===== config.mk =====
export PLATFORM = sky130hd
export DESIGN_NAME = spi_xip_rd_bridge
export DESIGN_NICKNAME = d
export VERILOG_FILES = /design/src/rtl/spi_xip_rd_bridge_pkg.sv /design/src/rtl/spi_xip_rd_bridge_line_buf.sv /design/src/rtl/spi_xip_rd_bridge.sv
export SDC_FILE = /design/constraint.sdc
export NUM_CORES = 1
export LEC_CHECK = 0
export ABC_AREA = 0
export BUFFER_PORTS_ARGS = -buffer_cell sky130_fd_sc_hd__buf_4
export CAP_MARGIN = 40
export CORE_MARGIN = 2
export CORE_UTILIZATION = 58
export CTS_CLUSTER_DIAMETER = 50
export DETAILED_ROUTE_END_ITERATION = 7
export PLACE_DENSITY_LB_ADDON = 0.2
export SETUP_SLACK_MARGIN = 0.3
export SLEW_MARGIN = 20
export SYNTH_ARGS = -nofsm -noshare
export SYNTH_HDL_FRONTEND = slang
export SYNTH_SLANG_ARGS = --single-unit

===== constraint.sdc =====
create_clock -name clk -period 3.8 [get_ports clk]
set_clock_uncertainty 0.1 [all_clocks]
set_input_delay 0.76 -clock clk [delete_from_list [all_inputs] [get_ports clk]]
set_output_delay 0.76 -clock clk [all_outputs]
set_load 0.005 [all_outputs]

===== src/rtl/spi_xip_rd_bridge_pkg.sv =====
// Shared definitions for the XIP read bridge: FSM encoding, SPI mode
// selectors and default flash-read command constants.
package spi_xip_rd_bridge_pkg;

  typedef enum logic [1:0] {
    ST_IDLE  = 2'd0,
    ST_ISSUE = 2'd1,
    ST_FILL  = 2'd2,
    ST_RESP  = 2'd3
  } xip_state_e;

  localparam logic       SPI_STD    = 1'b0;
  localparam logic       SPI_QUAD   = 1'b1;
  localparam logic [7:0] DEF_OPCODE = 8'hEB;
  localparam int         DEF_DUMMY  = 6;
  localparam logic [5:0] CMD_LEN    = 6'd8;

  // Rebuilds the line-aligned flash byte address from a stored tag.
  function automatic logic [31:0] line_addr(input logic [31:0] tag, input int shift);
    return tag << shift;
  endfunction

endpackage


===== src/rtl/spi_xip_rd_bridge_line_buf.sv =====
// One-line fetch buffer: WORDS x 32-bit registers, one write port and a
// combinational read port.
module xip_line_buf #(
  parameter int WORDS = 4,
  parameter int IDX_W = 2
) (
  input  logic             clk,
  input  logic             rstn,
  input  logic             we,
  input  logic [IDX_W-1:0] wr_idx,
  input  logic [31:0]      wr_data,
  input  logic [IDX_W-1:0] rd_idx,
  output logic [31:0]      rd_data
);

  logic [31:0] mem_q [WORDS];
  logic [31:0] mem_d [WORDS];

  // Next-state of the word array: only the addressed word changes on a write.
  always_comb begin
    mem_d = mem_q;
    if (we && (32'(wr_idx) < 32'(WORDS))) begin
      mem_d[wr_idx] = wr_data;
    end else begin
      mem_d = mem_q;
    end
  end

  // Word storage, cleared by the shared reset.
  always_ff @(posedge clk or negedge rstn) begin
    if (!rstn) begin
      for (int i = 0; i < WORDS; i++) begin
        mem_q[i] <= 32'h0;
      end
    end else begin
      mem_q <= mem_d;
    end
  end

  assign rd_data = (32'(rd_idx) < 32'(WORDS)) ? mem_q[rd_idx] : 32'h0;

endmodule


===== src/rtl/spi_xip_rd_bridge.sv =====
// XIP read bridge: serves bus reads from a one-line buffer and refills the
// line through the SPI master controller on a miss.
module spi_xip_rd_bridge
  import spi_xip_rd_bridge_pkg::*;
#(
  parameter int         LINE_WORDS   = 4,
  parameter int         ADDR_BITS    = 24,
  parameter logic [7:0] CMD_OPCODE   = DEF_OPCODE,
  parameter int         DUMMY_CYCLES = DEF_DUMMY,
  parameter int         QUAD         = 1,
  parameter logic [3:0] CS_SEL       = 4'b0001
) (
  input  logic        clk,
  input  logic        rstn,
  input  logic        cfg_en,
  input  logic        cfg_flush,
  input  logic        bus_req_valid,
  output logic        bus_req_ready,
  input  logic [31:0] bus_req_addr,
  output logic        bus_rsp_valid,
  input  logic        bus_rsp_ready,
  output logic [31:0] bus_rsp_rdata,
  output logic        bus_rsp_err,
  output logic [31:0] spi_cmd,
  output logic [5:0]  spi_cmd_len,
  output logic [31:0] spi_addr,
  output logic [5:0]  spi_addr_len,
  output logic [15:0] spi_data_len,
  output logic [15:0] spi_dummy_rd,
  output logic [15:0] spi_dummy_wr,
  output logic [3:0]  spi_csreg,
  output logic        spi_rd,
  output logic        spi_qrd,
  input  logic [31:0] rx_data,
  input  logic        rx_valid,
  output logic        rx_ready,
  input  logic        eot,
  input  logic        ctrl_idle,
  output logic        busy
);

  localparam int   OFF_BITS = $clog2(LINE_WORDS);
  localparam int   OFF_W    = (OFF_BITS > 0) ? OFF_BITS : 1;
  localparam int   TAG_W    = ADDR_BITS - OFF_BITS - 2;
  localparam int   WCNT_W   = $clog2(LINE_WORDS + 1);
  localparam logic MODE     = (QUAD != 0) ? SPI_QUAD : SPI_STD;

  xip_state_e        state_q, state_d;
  logic              line_valid_q, line_valid_d;
  logic              flush_pend_q, flush_pend_d;
  logic              req_q, req_d;
  logic              req_ready_q, req_ready_d;
  logic              rx_ready_q, rx_ready_d;
  logic              busy_q, busy_d;
  logic              rsp_valid_q, rsp_valid_d;
  logic              rsp_err_q, rsp_err_d;
  logic [31:0]       rsp_rdata_q, rsp_rdata_d;
  logic [31:0]       spi_addr_q, spi_addr_d;
  logic [TAG_W-1:0]  tag_q, tag_d;
  logic [OFF_W-1:0]  off_q, off_d;
  logic [WCNT_W-1:0] wcnt_q, wcnt_d;

  logic [TAG_W-1:0]  req_tag_s;
  logic [OFF_W-1:0]  req_off_s;
  logic              in_win_s, fire_s, hit_s, full_s, buf_we_s;
  logic [OFF_W-1:0]  buf_ridx_s;
  logic [31:0]       buf_rdata_s;

  // Address decode uses shifts so LINE_WORDS = 1 needs no zero-width slice.
  assign req_off_s  = OFF_W'((bus_req_addr >> 2) & 32'(LINE_WORDS - 1));
  assign req_tag_s  = TAG_W'(bus_req_addr >> (OFF_BITS + 2));
  assign in_win_s   = ((bus_req_addr >> ADDR_BITS) == 32'd0);
  assign fire_s     = bus_req_valid && req_ready_q;
  assign hit_s      = line_valid_q && (tag_q == req_tag_s);
  assign full_s     = (wcnt_q == WCNT_W'(LINE_WORDS));
  assign buf_we_s   = (state_q == ST_FILL) && rx_valid && rx_ready_q &&
                      (wcnt_q < WCNT_W'(LINE_WORDS));
  assign buf_ridx_s = (state_q == ST_RESP) ? off_q : req_off_s;

  xip_line_buf #(
    .WORDS (LINE_WORDS),
    .IDX_W (OFF_W)
  ) u_line_buf (
    .clk     (clk),
    .rstn    (rstn),
    .we      (buf_we_s),
    .wr_idx  (OFF_W'(wcnt_q)),
    .wr_data (rx_data),
    .rd_idx  (buf_ridx_s),
    .rd_data (buf_rdata_s)
  );

  // FSM next-state and registered-output computation.
  always_comb begin
    state_d      = state_q;
    line_valid_d = line_valid_q;
    flush_pend_d = flush_pend_q;
    req_d        = req_q;
    rsp_valid_d  = rsp_valid_q;
    rsp_err_d    = rsp_err_q;
    rsp_rdata_d  = rsp_rdata_q;
    spi_addr_d   = spi_addr_q;
    tag_d        = tag_q;
    off_d        = off_q;
    wcnt_d       = wcnt_q;
    case (state_q)
      ST_IDLE: begin
        flush_pend_d = 1'b0;
        if (rsp_valid_q) begin
          if (bus_rsp_ready) begin
            rsp_valid_d = 1'b0;
            rsp_err_d   = 1'b0;
            rsp_rdata_d = 32'h0;
          end else begin
            rsp_valid_d = 1'b1;
          end
        end else if (fire_s) begin
          if (!cfg_en || !in_win_s) begin
            rsp_valid_d = 1'b1;
            rsp_err_d   = 1'b1;
            rsp_rdata_d = 32'h0;
          end else if (hit_s) begin
            rsp_valid_d = 1'b1;
            rsp_err_d   = 1'b0;
            rsp_rdata_d = buf_rdata_s;
          end else begin
            tag_d        = req_tag_s;
            off_d        = req_off_s;
            spi_addr_d   = line_addr(32'(req_tag_s), OFF_BITS + 2);
            line_valid_d = 1'b0;
            wcnt_d       = '0;
            state_d      = ST_ISSUE;
          end
        end else begin
          rsp_valid_d = 1'b0;
        end
        // A hit in this same cycle was already served from line_valid_q.
        if (cfg_flush) begin
          line_valid_d = 1'b0;
        end else begin
          line_valid_d = line_valid_d;
        end
      end
      ST_ISSUE: begin
        if (cfg_flush) begin
          flush_pend_d = 1'b1;
        end else begin
          flush_pend_d = flush_pend_q;
        end
        if (ctrl_idle) begin
          req_d   = 1'b1;
          state_d = ST_FILL;
        end else begin
          req_d = 1'b0;
        end
      end
      ST_FILL: begin
        if (cfg_flush) begin
          flush_pend_d = 1'b1;
        end else begin
          flush_pend_d = flush_pend_q;
        end
        if (buf_we_s) begin
          wcnt_d = wcnt_q + WCNT_W'(1);
        end else begin
          wcnt_d = wcnt_q;
        end
        if (eot) begin
          req_d   = 1'b0;
          state_d = ST_RESP;
        end else begin
          req_d = 1'b1;
        end
      end
      ST_RESP: begin
        // First RESP cycle loads the response once the last word is stored.
        if (!rsp_valid_q) begin
          rsp_valid_d  = 1'b1;
          rsp_rdata_d  = buf_rdata_s;
          rsp_err_d    = !full_s;
          line_valid_d = full_s && !flush_pend_q && !cfg_flush;
        end else if (bus_rsp_ready) begin
          rsp_valid_d  = 1'b0;
          rsp_err_d    = 1'b0;
          rsp_rdata_d  = 32'h0;
          flush_pend_d = 1'b0;
          state_d      = ST_IDLE;
          if (cfg_flush) begin
            line_valid_d = 1'b0;
          end else begin
            line_valid_d = line_valid_q;
          end
        end else begin
          if (cfg_flush) begin
            line_valid_d = 1'b0;
          end else begin
            line_valid_d = line_valid_q;
          end
        end
      end
      default: begin
        state_d = ST_IDLE;
        req_d   = 1'b0;
      end
    endcase
  end

  assign req_ready_d = (state_d == ST_IDLE) && !rsp_valid_d;
  assign rx_ready_d  = (state_d == ST_FILL);
  assign busy_d      = (state_d != ST_IDLE);

  // State and output registers; reset clears everything immediately.
  always_ff @(posedge clk or negedge rstn) begin
    if (!rstn) begin
      state_q      <= ST_IDLE;
      line_valid_q <= 1'b0;
      flush_pend_q <= 1'b0;
      req_q        <= 1'b0;
      req_ready_q  <= 1'b0;
      rx_ready_q   <= 1'b0;
      busy_q       <= 1'b0;
      rsp_valid_q  <= 1'b0;
      rsp_err_q    <= 1'b0;
      rsp_rdata_q  <= 32'h0;
      spi_addr_q   <= 32'h0;
      tag_q        <= '0;
      off_q        <= '0;
      wcnt_q       <= '0;
    end else begin
      state_q      <= state_d;
      line_valid_q <= line_valid_d;
      flush_pend_q <= flush_pend_d;
      req_q        <= req_d;
      req_ready_q  <= req_ready_d;
      rx_ready_q   <= rx_ready_d;
      busy_q       <= busy_d;
      rsp_valid_q  <= rsp_valid_d;
      rsp_err_q    <= rsp_err_d;
      rsp_rdata_q  <= rsp_rdata_d;
      spi_addr_q   <= spi_addr_d;
      tag_q        <= tag_d;
      off_q        <= off_d;
      wcnt_q       <= wcnt_d;
    end
  end

  assign bus_req_ready = req_ready_q;
  assign bus_rsp_valid = rsp_valid_q;
  assign bus_rsp_rdata = rsp_rdata_q;
  assign bus_rsp_err   = rsp_err_q;
  assign rx_ready      = rx_ready_q;
  assign busy          = busy_q;
  assign spi_addr      = spi_addr_q;
  assign spi_qrd       = req_q && (MODE == SPI_QUAD);
  assign spi_rd        = req_q && (MODE == SPI_STD);

  assign spi_cmd      = {24'h0, CMD_OPCODE};
  assign spi_cmd_len  = CMD_LEN;
  assign spi_addr_len = 6'(ADDR_BITS);
  assign spi_data_len = 16'(LINE_WORDS * 32);
  assign spi_dummy_rd = 16'(DUMMY_CYCLES);
  assign spi_dummy_wr = 16'h0;
  assign spi_csreg    = CS_SEL;

endmodule


Word level (Yosys, flattened, before mapping)
Index checks and enable logic that the tools add are counted.
Storage, ports and cells
  flip-flop bits (word level): 195
  output and inout port bits: 167
  input port bits: 73
  logic and storage cells: 135
Cells by class
  equality and inequality tests: 21
  magnitude comparators: 4
  multiplexer cells: 58
  bitwise gates (word level): 5
  reductions and logical operators: 29
  add/sub/neg operators: 1
Operators with widths (count)
  32-bit 2-to-1 mux: 9
  128-bit bitwise mux: 1
  32-bit binary-select mux with 2-bit select: 1
  32-bit demux with 2-bit select: 1
  32-bit case mux with 2 select lines: 1
  32-bit zero test: 1
  1-bit 2-to-1 mux: 24
  20-bit == test: 1
  2-bit 2-to-1 mux: 9
  3-bit inequality test (second input constant): 6
  3-bit 2-to-1 mux: 5
  2-bit inequality test (second input constant): 7
  6-bit AND reduction: 2
  1-bit logical AND: 9
  1-bit case mux with 2 select lines: 4
  2-bit case mux with 4 select lines: 1
  2-bit nonzero test: 4
  2-bit == test (second input constant): 3
  3-bit greater-or-equal comparator (second input constant): 2
  1-bit zero test: 6
  2-bit NOT with 3-bit output: 2
  3-bit case mux with 2 select lines: 1
  3-bit AND reduction: 2
  5-bit AND reduction: 1
  other kinds (12): 15

Logic depth before layout (Yosys ltp)
Gate-level depths: netlist of run 1.
  depth after elaboration: 11
  mapped depth: 10

Hierarchy
From an unflattened synthesis of run 1, not the netlist that was laid out.
Second synthesis, totals
  cells, all modules: 670
  area, all modules: 9466.6 µm²
By module, submodules not included
  xip_line_buf: area an instance 5504.0 µm², cells an instance 311, instances 1, seq. area each 3203.1 µm²
  spi_xip_rd_bridge: area an instance 3962.6 µm², cells an instance 359, instances 1, seq. area each 1676.6 µm²

Worst setup path before layout of run 1
Ideal clock, no wire load.
  path type: input to register
  start: input port bus_req_addr[14]
  end: register spi_addr_q[10] (netlist: spi_addr[10])
  required time: 3575 ps
  path slack: 1207 ps
  arrival time: 2368 ps
  cell stages on the path: 6
  buffers on the path: 1
  cell sequence: xnor2_1 > nand4_1 > or4_4 > o21ai_2 > buf_2 > mux2_2
On the way
  word-level cells in the longest chain between the ends: 4
Ends and longest elaborated chain
  from (decl): line spi_xip_rd_bridge.sv:19  | input logic [31:0] bus_req_addr,
  20-bit == test: line spi_xip_rd_bridge.sv:74  | assign hit_s = line_valid_q && (tag_q == req_tag_s);
  1-bit logical AND: line spi_xip_rd_bridge.sv:74
  1-bit NOT (no line)
  5-bit AND reduction (no line)
  to (signal assigned): line spi_xip_rd_bridge.sv:240  | spi_addr_q <= spi_addr_d;
  to (decl): line spi_xip_rd_bridge.sv:58  | logic [31:0] spi_addr_q, spi_addr_d;
No other way between the ends.
A chain may end at the register's enable or synchronous reset.

Worst setup path after layout of run 1
  start: register state_q[1]
  end: register rsp_rdata_q[9] (netlist: bus_rsp_rdata[9])
On the way
  word-level cells in the longest chain between the ends: 11
Ends and longest elaborated chain
  from (decl): line spi_xip_rd_bridge.sv:48  | xip_state_e state_q, state_d;
  from (signal assigned): line spi_xip_rd_bridge.sv:230  | state_q <= state_d;
  2-bit == test: line spi_xip_rd_bridge.sv:78, spi_xip_rd_bridge.sv:106
  2-bit 2-to-1 mux: line spi_xip_rd_bridge.sv:78  | assign buf_ridx_s = (state_q == ST_RESP) ? off_q : req_off_s;
  2-bit NOT with 3-bit output (implied by the code): line spi_xip_rd_bridge_line_buf.sv:40  | assign rd_data = (32'(rd_idx) < 32'(WORDS)) ? mem_q[rd_idx] : 32'h0;
  32-bit binary-select mux with 2-bit select: line spi_xip_rd_bridge_line_buf.sv:40
  32-bit 2-to-1 mux (implied by the code) (2 in series): line spi_xip_rd_bridge_line_buf.sv:40
  32-bit 2-to-1 mux: line spi_xip_rd_bridge.sv:122  | end else if (hit_s) begin
  32-bit 2-to-1 mux: line spi_xip_rd_bridge.sv:118  | if (!cfg_en || !in_win_s) begin
  32-bit 2-to-1 mux: line spi_xip_rd_bridge.sv:117  | end else if (fire_s) begin
  32-bit 2-to-1 mux: line spi_xip_rd_bridge.sv:109  | if (rsp_valid_q) begin
  32-bit case mux with 2 select lines: line spi_xip_rd_bridge.sv:106  | case (state_q)
  to (signal assigned): line spi_xip_rd_bridge.sv:239  | rsp_rdata_q <= rsp_rdata_d;
  to (decl): line spi_xip_rd_bridge.sv:57  | logic [31:0] rsp_rdata_q, rsp_rdata_d;
Parallel ways exist; a longest one is shown, timed or not. The select of a mux whose other input is x is not followed.

==> results of run 1 <==
## synth_stat cells, drive strengths merged
cell and n:
mux2 152, o22ai 1, nand2 19, nor2 8
o2bb2ai 1, a22o 33, or4 2, nor2b 2
buf 129, a311oi 1, clkbuf 9, a22oi 1
xnor2 16, mux4 32, nand3 2, ha 8
a211oi 2, nand4 3, conb 2, nor3 3
mux2i 4, and2 1, a21oi 9, o221ai 1
nand4b 1, o21ai 4, nand2b 3, a31oi 4
a21o 1, and3 2, inv 8, xor2 4
dfrtp 195, nor4 5, a41o 1
## power groups by stage
stage               registers (uW)  clock network, uW  logic [uW]
floorplan                     2160                  0         279
global route                  2130               1800         510
global placement              2170                  0         442
CTS                           2130               1700         460
finish                        2130               1680         456
detailed placement            2170                  0         457
## logic make-up (layout without fill, tap and decap cells)
family / count (synthesis) / in the layout / synth area share
muxes: 188 / 188 / 0.2645
adders and majority gates: 8 / 8 / 0.01071
other: 2 / 109 / 0.0008035
xor gates and xnor gates: 20 / 20 / 0.01874
buffers and inverters: 146 / 183 / 0.1055
DFF: 195 / 195 / 0.5221
AOI/OAI and AO/OA: 59 / 59 / 0.05007
and+or+nand+nor: 51 / 51 / 0.02758
## through the flow
stage	utilization	hold WS [ns]	setup slack [ns]	std cells
final	0.6859	0.04744	0.9714	1029
after global routing	0.6859	0.03605	0.8475	1029
after CTS	0.6841	0.3501	0.9495	1028
after detailed placement	0.6490	0.3878	0.6283	996
after global placement	0.6421	0.3810	0.4995	990
after floorplan	-	0.3644	1.207	776
## flip-flops by register name, indices dropped and copies added, names as in the netlist
register and count:
u_line_buf.mem_q 128, bus_rsp_rdata 32, spi_addr 20, wcnt_q 3, off_q 2, state_q 2, bus_req_ready 1, bus_rsp_err 1
bus_rsp_valid 1, busy 1, flush_pend_q 1, line_valid_q 1, rx_ready 1, spi_qrd 1
## worst paths after layout
kind,startpoint,end,slack (ns)
hold / removal,rstn,bus_rsp_rdata[6]$_DFFE_PN0P_,0.05
setup / recovery,state_q[1]$_DFF_PN0_,bus_rsp_rdata[9]$_DFFE_PN0P_,0.97
hold reg to reg,u_line_buf.mem_q[6]$_DFFE_PN0P_,u_line_buf.mem_q[6]$_DFFE_PN0P_,0.40
max in group asynchronous,rstn,u_line_buf.mem_q[115]$_DFFE_PN0P_,2.55
setup reg to reg,state_q[1]$_DFF_PN0_,bus_rsp_rdata[9]$_DFFE_PN0P_,0.97
min in group clk,u_line_buf.mem_q[6]$_DFFE_PN0P_,u_line_buf.mem_q[6]$_DFFE_PN0P_,0.40
## cell type report
type	count	area, um^2
fill	1099	4972
inverter	8	30.03
tap	216	270.3
clock buffer	19	452.9
clock inverter	13	102.6
sequential	195	4880
multi-input combinational	435	3918
timing repair buffer	143	1202
## layer usage
layer  track usage  vias up
met2        0.3718      194
met3       0.06433       25
met4       0.07572        0
met1        0.2789     2802
li1              -     2454
met5             0        -
==> reports/metrics.csv, run 1 <==
stage;metric;value;unit
worst_setup_path;CP endpoint kind;register;
power;clock share of power;0.394;
die;Core Area;0.01583;mm^2
die;die area;0.01715;mm^2
power;Psw;1107;uW
global_route;global-route wire length before repair;28760;um
synth;area leader, netlist;dfrtp_1;
layout;Antenna Cells;0;
global_route;Total Routing Usage GR;0.2220;
place;hpwl dp;12200;um
power;pwr/cell area;392.8;mW/mm^2
sta;slew of the pin with the lowest slew margin;0.8337;ns
hold_path;min-delay worst type;primary input to asynchronous set/reset pin;
worst_setup_path;Crit path depth;5;
global_route;grt ovf;0;
power;static leakage power;0.005653;uW
sta;highest clock rate;353.5;MHz
sta;RSZ-0062 raised after global routing;no;
global_route;largest net degree at the start of global routing;105;
layout;Syn-to-layout area delta;16.14;%
synth;Synth Instances;669;
synth;Synth area leaders;dfrtp_1, mux2_2, buf_4;
sta;Setup-failing EPs final;0;
clock_network;cts hold-fix bufs;0;
drt;DR top layer;met4;
layout;fraction of layout cells with a size suffix above 1;0.4551;
layout;Final Cell Area;0.01086;mm^2
run;Max-Cap Viols;0;
drt;initial DRC count;201;
worst_setup_path;max incr delay on CP;0.81;ns
worst_setup_path;worst reg-to-reg path cell count;5;
layout;commonest non-fill, non-tap cell in the layout;dfrtp_1;
clock_network;TritonCTS clock tree;yes;
worst_setup_path;CP Launch Type;register;
power;Sw Share;0.2597;
drt;DR WL met3;1144;um
drt;vias per inst;5.321;
sta;fin. max-slew vios;0;
die;Die Width;130.9;um
synth;Synth Area per Inst;13.97;um^2
power;total power;4264;uW
power;Max IR drop VDD;0.0003502;V
die;FP Rows;46;
global_route;initial antenna violation count;0;
worst_setup_path;CP max stage cell;mux2i_4;
place;dpl cell area;0.01027;mm^2
worst_setup_path;worst-path cell chain;ha_1 > mux2i_4 > buf_4 > mux4_2 > a22o_1;
synth;#FFs+latches synth;195;
sta;Tmin final;2.829;ns
worst_setup_path;CP top delay family;multiplexers;
drt;DRT antenna net count;0;
synth;post-synth top area share;0.5221;
power;Comb pwr share;0.107;
drt;Via Count;5475;
clock_network;clock-pin slew on the worst setup and hold paths;0.07;ns
synth;Seq/Total Area, Yosys;0.5221;
clock_network;Clock Latency Late Sink;0.43;ns
sta;Slew headroom;0.4323;
sta;endpoints failing hold;0;
clock_network;CTS Root Cell;clkbuf_16;
worst_setup_path;critical path peak fanout;16;
worst_setup_path;WP data required;4.02;ns
clock_network;Resized Gates After CTS;0;
sta;Setup TNS Final;0;ns
global_route;number of global-route vias before repair;5610;
power;sequential share of power;0.499;
synth;unique cell type count in the Yosys netlist;41;
die;initial core utilization;0.5905;
clock_network;# Post-CTS Setup Buffers;0;
drt;wire per inst;17.64;um
synth;Yosys Warn Count;0;
synth;Mapped Area;0.009346;mm^2
place;Routability Congestion;0.8044;
sta;fin crit share;0.7444;
drt;met2 wire length;9277;um
worst_setup_path;CP Data Arrival Time;3.05;ns
drt;Post-route DRC;0;
run_status;status;complete, no violations;
place;IO Port Bufs;128;
worst_setup_path;Worst Path Class, Setup;register to register;
die;die height;130.9;um
worst_setup_path;Critical path buffers and inverters;1;
drt;total wire length;18150;um
layout;# nets final;881;
power;internal power;3157;uW
clock_network;CTS Buf Count;17;
drt;drt pass-1 iters;4;
die;Ports;240;
drt;DRT met1 WL;7406;um
clock_network;CTS sink cnt;195;
clock_network;H-tree Lvls;4;
clock_network;Max Root-Sink Buffers;2;
layout;most frequent cells in the layout;dfrtp_1, mux2_2, buf_4;
(Power assumes the default switching activity.)
==> run 2: changes to the inputs <==
Settings changed: CORE_UTILIZATION 58 to 53.
Clock period 3.8 ns to 2.82 ns, I/O delays scaled along.
==> reports/metrics.csv, run 2 (synthesis results as in run 1) <==
stage;metric;value;unit
run_status;status;complete, no violations;
sta;Tmin final;2.460;ns
clock_network;clock-pin slew on the worst setup and hold paths;0.07;ns
power;internal power;4594;uW
global_route;largest net degree at the start of global routing;83;
sta;Setup TNS Final;0;ns
die;initial core utilization;0.5404;
global_route;gr busiest metal;met2;
drt;drt pass-1 iters;4;
die;die height;136.8;um
global_route;global-route wire length before repair;29950;um
drt;DRT antenna net count;0;
worst_setup_path;worst-path cell chain;xnor2_1 > nand4_1 > or4_4 > or4_4 > o21ai_4 > clkbuf_16 > a22o_1;
layout;Reg with most FFs;u_line_buf.mem_q;
worst_setup_path;Reg2Reg Capture Point;bus_rsp_rdata[6]$_DFFE_PN0P_;
power;Psw;1526;uW
drt;vias per inst;5.311;
clock_network;cts hold-fix bufs;0;
worst_setup_path;Worst R2R Start;spi_addr[19]$_DFFE_PN0P_;
worst_setup_path;CP Launch Type;register;
worst_setup_path;CP Data Arrival Time;2.73;ns
layout;fin cells;1053;
worst_setup_path;CP max stage cell;or4_4;
clock_network;Clock Latency Late Sink;0.43;ns
clock_network;H-tree Lvls;4;
worst_setup_path;critical path peak fanout;7;
power;Sw Share;0.2493;
layout;most frequent cells in the layout;dfrtp_1, mux2_2, buf_4;
layout;Syn-to-layout area delta;18.66;%
sta;fin. max-slew vios;0;
sta;slew of the pin with the lowest slew margin;0.6978;ns
place;hpwl dp;12560;um
drt;wire per inst;18.02;um
clock_network;Max Root-Sink Buffers;2;
sta;Slew headroom;0.5348;
layout;fraction of layout cells with a size suffix above 1;0.4674;
power;Comb pwr share;0.105;
drt;initial DRC count;192;
worst_setup_path;critical path endpoint;bus_rsp_rdata[6]$_DFFE_PN0P_;
power;pwr/cell area;551.8;mW/mm^2
die;Ports;240;
worst_setup_path;max incr delay on CP;0.53;ns
place;Routability Congestion;0.8022;
clock_network;CTS Root Cell;clkbuf_16;
power;static leakage power;0.005757;uW
global_route;GR Util met1;0.2620;
drt;Post-route DRC;0;
worst_setup_path;Worst Path Class, Setup;register to register;
worst_setup_path;CP endpoint kind;register;
layout;number of flip-flops in the largest register;128;
global_route;number of global-route vias before repair;5814;
sta;hold_ws;0.04986;ns
sta;Setup-failing EPs final;0;
run;Max-Cap Viols;0;
global_route;Total Routing Usage GR;0.2103;
worst_setup_path;r2r setup slk;0.36;ns
global_route;met3 GRT Util;0.06333;
die;Die Width;136.8;um
die;FP Rows;48;
clock_network;CTS Buf Count;17;
global_route;grt ovf;0;
drt;total wire length;18970;um
sta;RSZ-0062 raised after global routing;yes;
die;die area;0.01871;mm^2
power;clock share of power;0.427;
global_route;initial antenna violation count;1;
clock_network;TritonCTS clock tree;yes;
clock_network;CTS sink cnt;195;
worst_setup_path;worst reg-to-reg path cell count;7;
worst_setup_path;Crit. Startpoint;spi_addr[19]$_DFFE_PN0P_;
drt;Via Count;5593;
die;Core Area;0.01730;mm^2
sta;fin crit share;0.8722;
layout;fill cell count;1290;
worst_setup_path;CP most frequent cell;or4_4;
hold_path;min-delay worst type;primary input to asynchronous set/reset pin;
layout;commonest non-fill, non-tap cell in the layout;dfrtp_1;
power;sequential share of power;0.468;
sta;endpoints failing hold;0;
global_route;routing usage on met2;0.3592;
sta;highest clock rate;406.6;MHz
place;dpl cells;1013;
power;Max IR drop VDD;0.0004436;V
layout;Antenna Cells;0;
worst_setup_path;WP data required;3.09;ns
place;IO Port Bufs;128;
layout;# nets final;896;
## run 2: how the worst min path moves through the flow
stage	from	slack [ns]	end	cells after the start
5_1_grt	rstn	0.13	bus_rsp_rdata[5]$_DFFE_PN0P_	1
6_report	rstn	0.05	u_line_buf.mem_q[37]$_DFFE_PN0P_	1
2_1_floorplan	rstn	0.17	bus_req_ready$_DFF_PN0_	0
3_5_place_dp	u_line_buf.mem_q[71]$_DFFE_PN0P_	0.39	u_line_buf.mem_q[71]$_DFFE_PN0P_	1
4_1_cts	rstn	0.10	bus_rsp_rdata[5]$_DFFE_PN0P_	1
3_3_place_gp	u_line_buf.mem_q[64]$_DFFE_PN0P_	0.38	u_line_buf.mem_q[64]$_DFFE_PN0P_	1
## run 2: through the flow
step | util | setup WS, ns | power [uW] | cell area [um^2]
2_1_floorplan | - | 0.3508 | 3292 | 9752
3_3_place_gp | 0.5972 | 0.05533 | 3481 | 10330
3_5_place_dp | 0.5972 | 0.02212 | 3498 | 10330
4_1_cts | 0.6349 | 0.3012 | 6115 | 10980
5_1_grt | 0.6412 | 0.2348 | 6365 | 11090
6_report | 0.6412 | 0.3604 | 6120 | 11090
## run 2: what timing repair did
item / CTS / global route
gates resized for setup: 1 / 2
setup buffers: 0 / 6
cloned: 0 / 1
pin swaps: 0 / 26
setup endpoints to repair: 7 / 29
## run 2: layout make-up
cell class | instances | area, um^2 | share of cell area
clock buffers | 17 | 425.4 | 0.03836
flip-flops and latches | 195 | 4880 | 0.4400
inverters | 8 | 30.03 | 0.002708
well taps | 225 | 281.5 | 0.02538
repair buffers | 158 | 1325 | 0.1195
multi-input cells | 435 | 3926 | 0.3540
clock inverters | 15 | 222.7 | 0.02008
## run 2: worst max-delay path: cells and delay by family, from the launching register on
family	cells	cell delay, ns
AND/OR/NAND/NOR	3	1.17
flip-flops	1	0.41
AO/OA/AOI/OAI	2	0.30
buffers and inverters	1	0.24
XOR/XNOR	1	0.16
## run 2: per-layer routing
layer  routed length [um]  part of all wire
met1                 7869              0.41
met2                 9685              0.51
met3                 1204             0.063
met4                  194             0.010
met5                   16           0.00084
## run 2: power by group through the flow
stage / Combinational (uW) / Clock (uW) / Sequential (uW)
2_1_floorplan: 377 / 0 / 2920
3_3_place_gp: 566 / 0 / 2920
3_5_place_dp: 583 / 0 / 2920
4_1_cts: 585 / 2670 / 2860
5_1_grt: 709 / 2790 / 2870
6_report: 640 / 2620 / 2860
==> run 3: changes to the inputs <==
Settings changed: CORE_ASPECT_RATIO from default to 0.9, CORE_UTILIZATION 53 to 54, SYNTH_HIERARCHICAL from default to 1.
==> reports/metrics.csv, run 3 <==
stage;metric;value;unit
place;hpwl dp;12340;um
place;IO Port Bufs;128;
sta;fin. max-slew vios;0;
synth;#FFs+latches synth;195;
synth;Synth area leaders;dfrtp_1, mux2_2, buf_4;
sta;fin crit share;0.8283;
layout;most frequent cells in the layout;dfrtp_1, mux2_2, buf_4;
hold_path;min-delay worst type;primary input to asynchronous set/reset pin;
synth;count leader, synth;dfrtp_1;
layout;Antenna Cells;0;
clock_network;CTS Root Cell;clkbuf_16;
drt;wire per inst;18.19;um
global_route;initial antenna violation count;0;
synth;area leader, netlist;dfrtp_1;
worst_setup_path;Critical path buffers and inverters;3;
clock_network;Resized Gates After CTS;0;
die;die area;0.01861;mm^2
run;Max-Cap Viols;0;
clock_network;Max Root-Sink Buffers;2;
drt;initial DRC count;253;
drt;DRT met1 WL;8002;um
layout;# nets final;880;
place;Routability Congestion;0.8594;
layout;commonest non-fill, non-tap cell in the layout;dfrtp_1;
sta;Tmin final;2.336;ns
clock_network;clock-pin slew on the worst setup and hold paths;0.08;ns
global_route;Total Routing Usage GR;0.2129;
worst_setup_path;CP top delay family;buffers and inverters;
power;pwr/cell area;532.5;mW/mm^2
sta;endpoints failing hold;0;
clock_network;CTS sink cnt;195;
place;dpl cell area;0.01037;mm^2
sta;Setup TNS Final;0;ns
worst_setup_path;r2r setup slk;0.48;ns
sta;slew of the pin with the lowest slew margin;0.6195;ns
die;Ports;240;
synth;post-synth top area share;0.5155;
drt;Post-route DRC;0;
drt;total wire length;19080;um
clock_network;CTS Buf Count;17;
worst_setup_path;Worst R2R Start;state_q[1]$_DFF_PN0_;
synth;Synth Instances;670;
global_route;global-route wire length before repair;30040;um
drt;met2 wire length;9657;um
die;Die Width;143.6;um
layout;Syn-to-layout area delta;15.93;%
layout;fraction of layout cells with a size suffix above 1;0.4914;
global_route;largest net degree at the start of global routing;78;
worst_setup_path;worst reg-to-reg path cell count;8;
synth;Yosys Warn Count;6;
clock_network;Clock Latency Late Sink;0.43;ns
layout;Final Cell Area;0.01097;mm^2
synth;ys async rst share;1.000;
sta;Setup-failing EPs final;0;
synth;Synth Area per Inst;14.13;um^2
sta;RSZ-0062 raised after global routing;no;
layout;fill cell count;1311;
synth;Synth top cells by count;dfrtp_1, mux2_2, buf_4;
worst_setup_path;worst-path cell chain;inv_1 > ha_1 > inv_1 > nor2_1 > nand3_1 > a21oi_2 > buf_12 > mux2_2;
run_status;status;complete, no violations;
power;static leakage power;0.005643;uW
die;Core Area;0.01700;mm^2
synth;unique cell type count in the Yosys netlist;44;
worst_setup_path;CP Launch Type;register;
die;die height;129.6;um
power;Max IR drop VDD;0.0004457;V
die;initial core utilization;0.5567;
synth;Post-synth top flop;dfrtp_1;
clock_network;TritonCTS clock tree;yes;
drt;Via Count;5519;
drt;DR top layer;met4;
worst_setup_path;critical path peak fanout;25;
drt;DRT antenna net count;0;
synth;Post-synth EDFFs;0;
worst_setup_path;CP endpoint kind;register;
synth;Mapped Area;0.009467;mm^2
worst_setup_path;WP data required;3.04;ns
worst_setup_path;CP max stage cell;dfrtp_1;
synth;Seq/Total Area, Yosys;0.5155;
sta;Slew headroom;0.5870;
worst_setup_path;CP Data Arrival Time;2.56;ns
clock_network;H-tree Lvls;4;
global_route;number of global-route vias before repair;5628;
layout;Reg with most FFs;u_line_buf/mem_q;
worst_setup_path;CP most frequent cell;inv_1;
sta;highest clock rate;428.1;MHz
drt;DR WL met3;1145;um
global_route;grt ovf;0;
drt;vias per inst;5.261;
layout;number of flip-flops in the largest register;128;
die;FP Rows;45;
worst_setup_path;Reg2Reg Capture Point;spi_addr[6]$_DFFE_PN0P_;
drt;drt pass-1 iters;5;
worst_setup_path;Worst Path Class, Setup;register to register;
clock_network;cts hold-fix bufs;0;
worst_setup_path;max incr delay on CP;0.43;ns
run 3: cell count changes after synthesis, moves of 4 or more:
cell	change
a22o_1	-28
a22o_2	+29
buf_1	-9
buf_2	+5
buf_4	+9
clkbuf_1	-6
mux2i_1	-4
nand2_1	-12
nand3_1	+4
nor4_1	-4
run 3: where the power goes:
part | internal (uW) | switching, uW
Sequential | 2830 | 35.0
Clock | 1300 | 1130
Combinational | 229 | 323
Total | 4350 | 1490
run 3: layout make-up:
type | count | area [um^2] | area share
well taps | 235 | 294.0 | 0.02679
clock buffers | 19 | 452.9 | 0.04127
clock inverters | 13 | 141.4 | 0.01288
repair buffers | 145 | 1232 | 0.1123
inverters | 11 | 41.29 | 0.003762
flip-flops and latches | 195 | 4880 | 0.4446
multi-input cells | 431 | 3933 | 0.3583
run 3: kinds of logic (layout without fill, tap and decap cells):
kind of cell             after synthesis  count (layout)  share of synthesized area
other                                  2             109                  0.0007933
AND/OR/NAND/NOR                       51              51                    0.03291
buffers and inverters                151             188                     0.1127
XOR/XNOR                              20              20                    0.01850
AO/OA/AOI/OAI                         59              59                    0.05234
adder cells (fa/ha/maj)                6               6                   0.007930
flip-flops                           195             195                     0.5155
multiplexers                         186             186                     0.2593
run 3: how the worst max path moves through the flow:
stage          slack, ns  cells past startpoint                     from                            end
6_report            0.48                      8     state_q[1]$_DFF_PN0_        spi_addr[6]$_DFFE_PN0P_
5_1_grt             0.34                      8     state_q[1]$_DFF_PN0_        spi_addr[4]$_DFFE_PN0P_
4_1_cts             0.45                      7  spi_addr[6]$_DFFE_PN0P_  bus_rsp_rdata[31]$_DFFE_PN0P_
3_5_place_dp        0.17                      8          bus_req_addr[6]  bus_rsp_rdata[19]$_DFFE_PN0P_
3_3_place_gp        0.22                      8         bus_req_addr[21]   bus_rsp_rdata[7]$_DFFE_PN0P_
2_1_floorplan       0.45                      7     state_q[1]$_DFF_PN0_   bus_rsp_rdata[0]$_DFFE_PN0P_
run 3: repair_timing:
action | CTS | global route
endpoints found under the setup margin | 0 | 3
endpoints found under the hold margin | 0 | 0
setup buffers | 0 | 1
run 3: metal layers:
layer,global-route usage,up-vias
met2,0.3597,197
met5,0,-
met1,0.2715,2844
met3,0.05839,24
li1,-,2454
met4,0.06286,0
run 3: through the flow:
stage / cells / total power [uW] / utilization / worst slack (ns) / hold slack [ns]
after floorplan: 777 / 3291 / - / 0.4463 / 0.1684
after global placement: 1015 / 3456 / 0.6088 / 0.2231 / 0.3673
after detailed placement: 1016 / 3475 / 0.6100 / 0.1747 / 0.3753
after CTS: 1048 / 5897 / 0.6450 / 0.4544 / 0.06285
after global routing: 1049 / 6084 / 0.6454 / 0.3420 / 0.07397
final: 1049 / 5843 / 0.6454 / 0.4841 / 0.03954
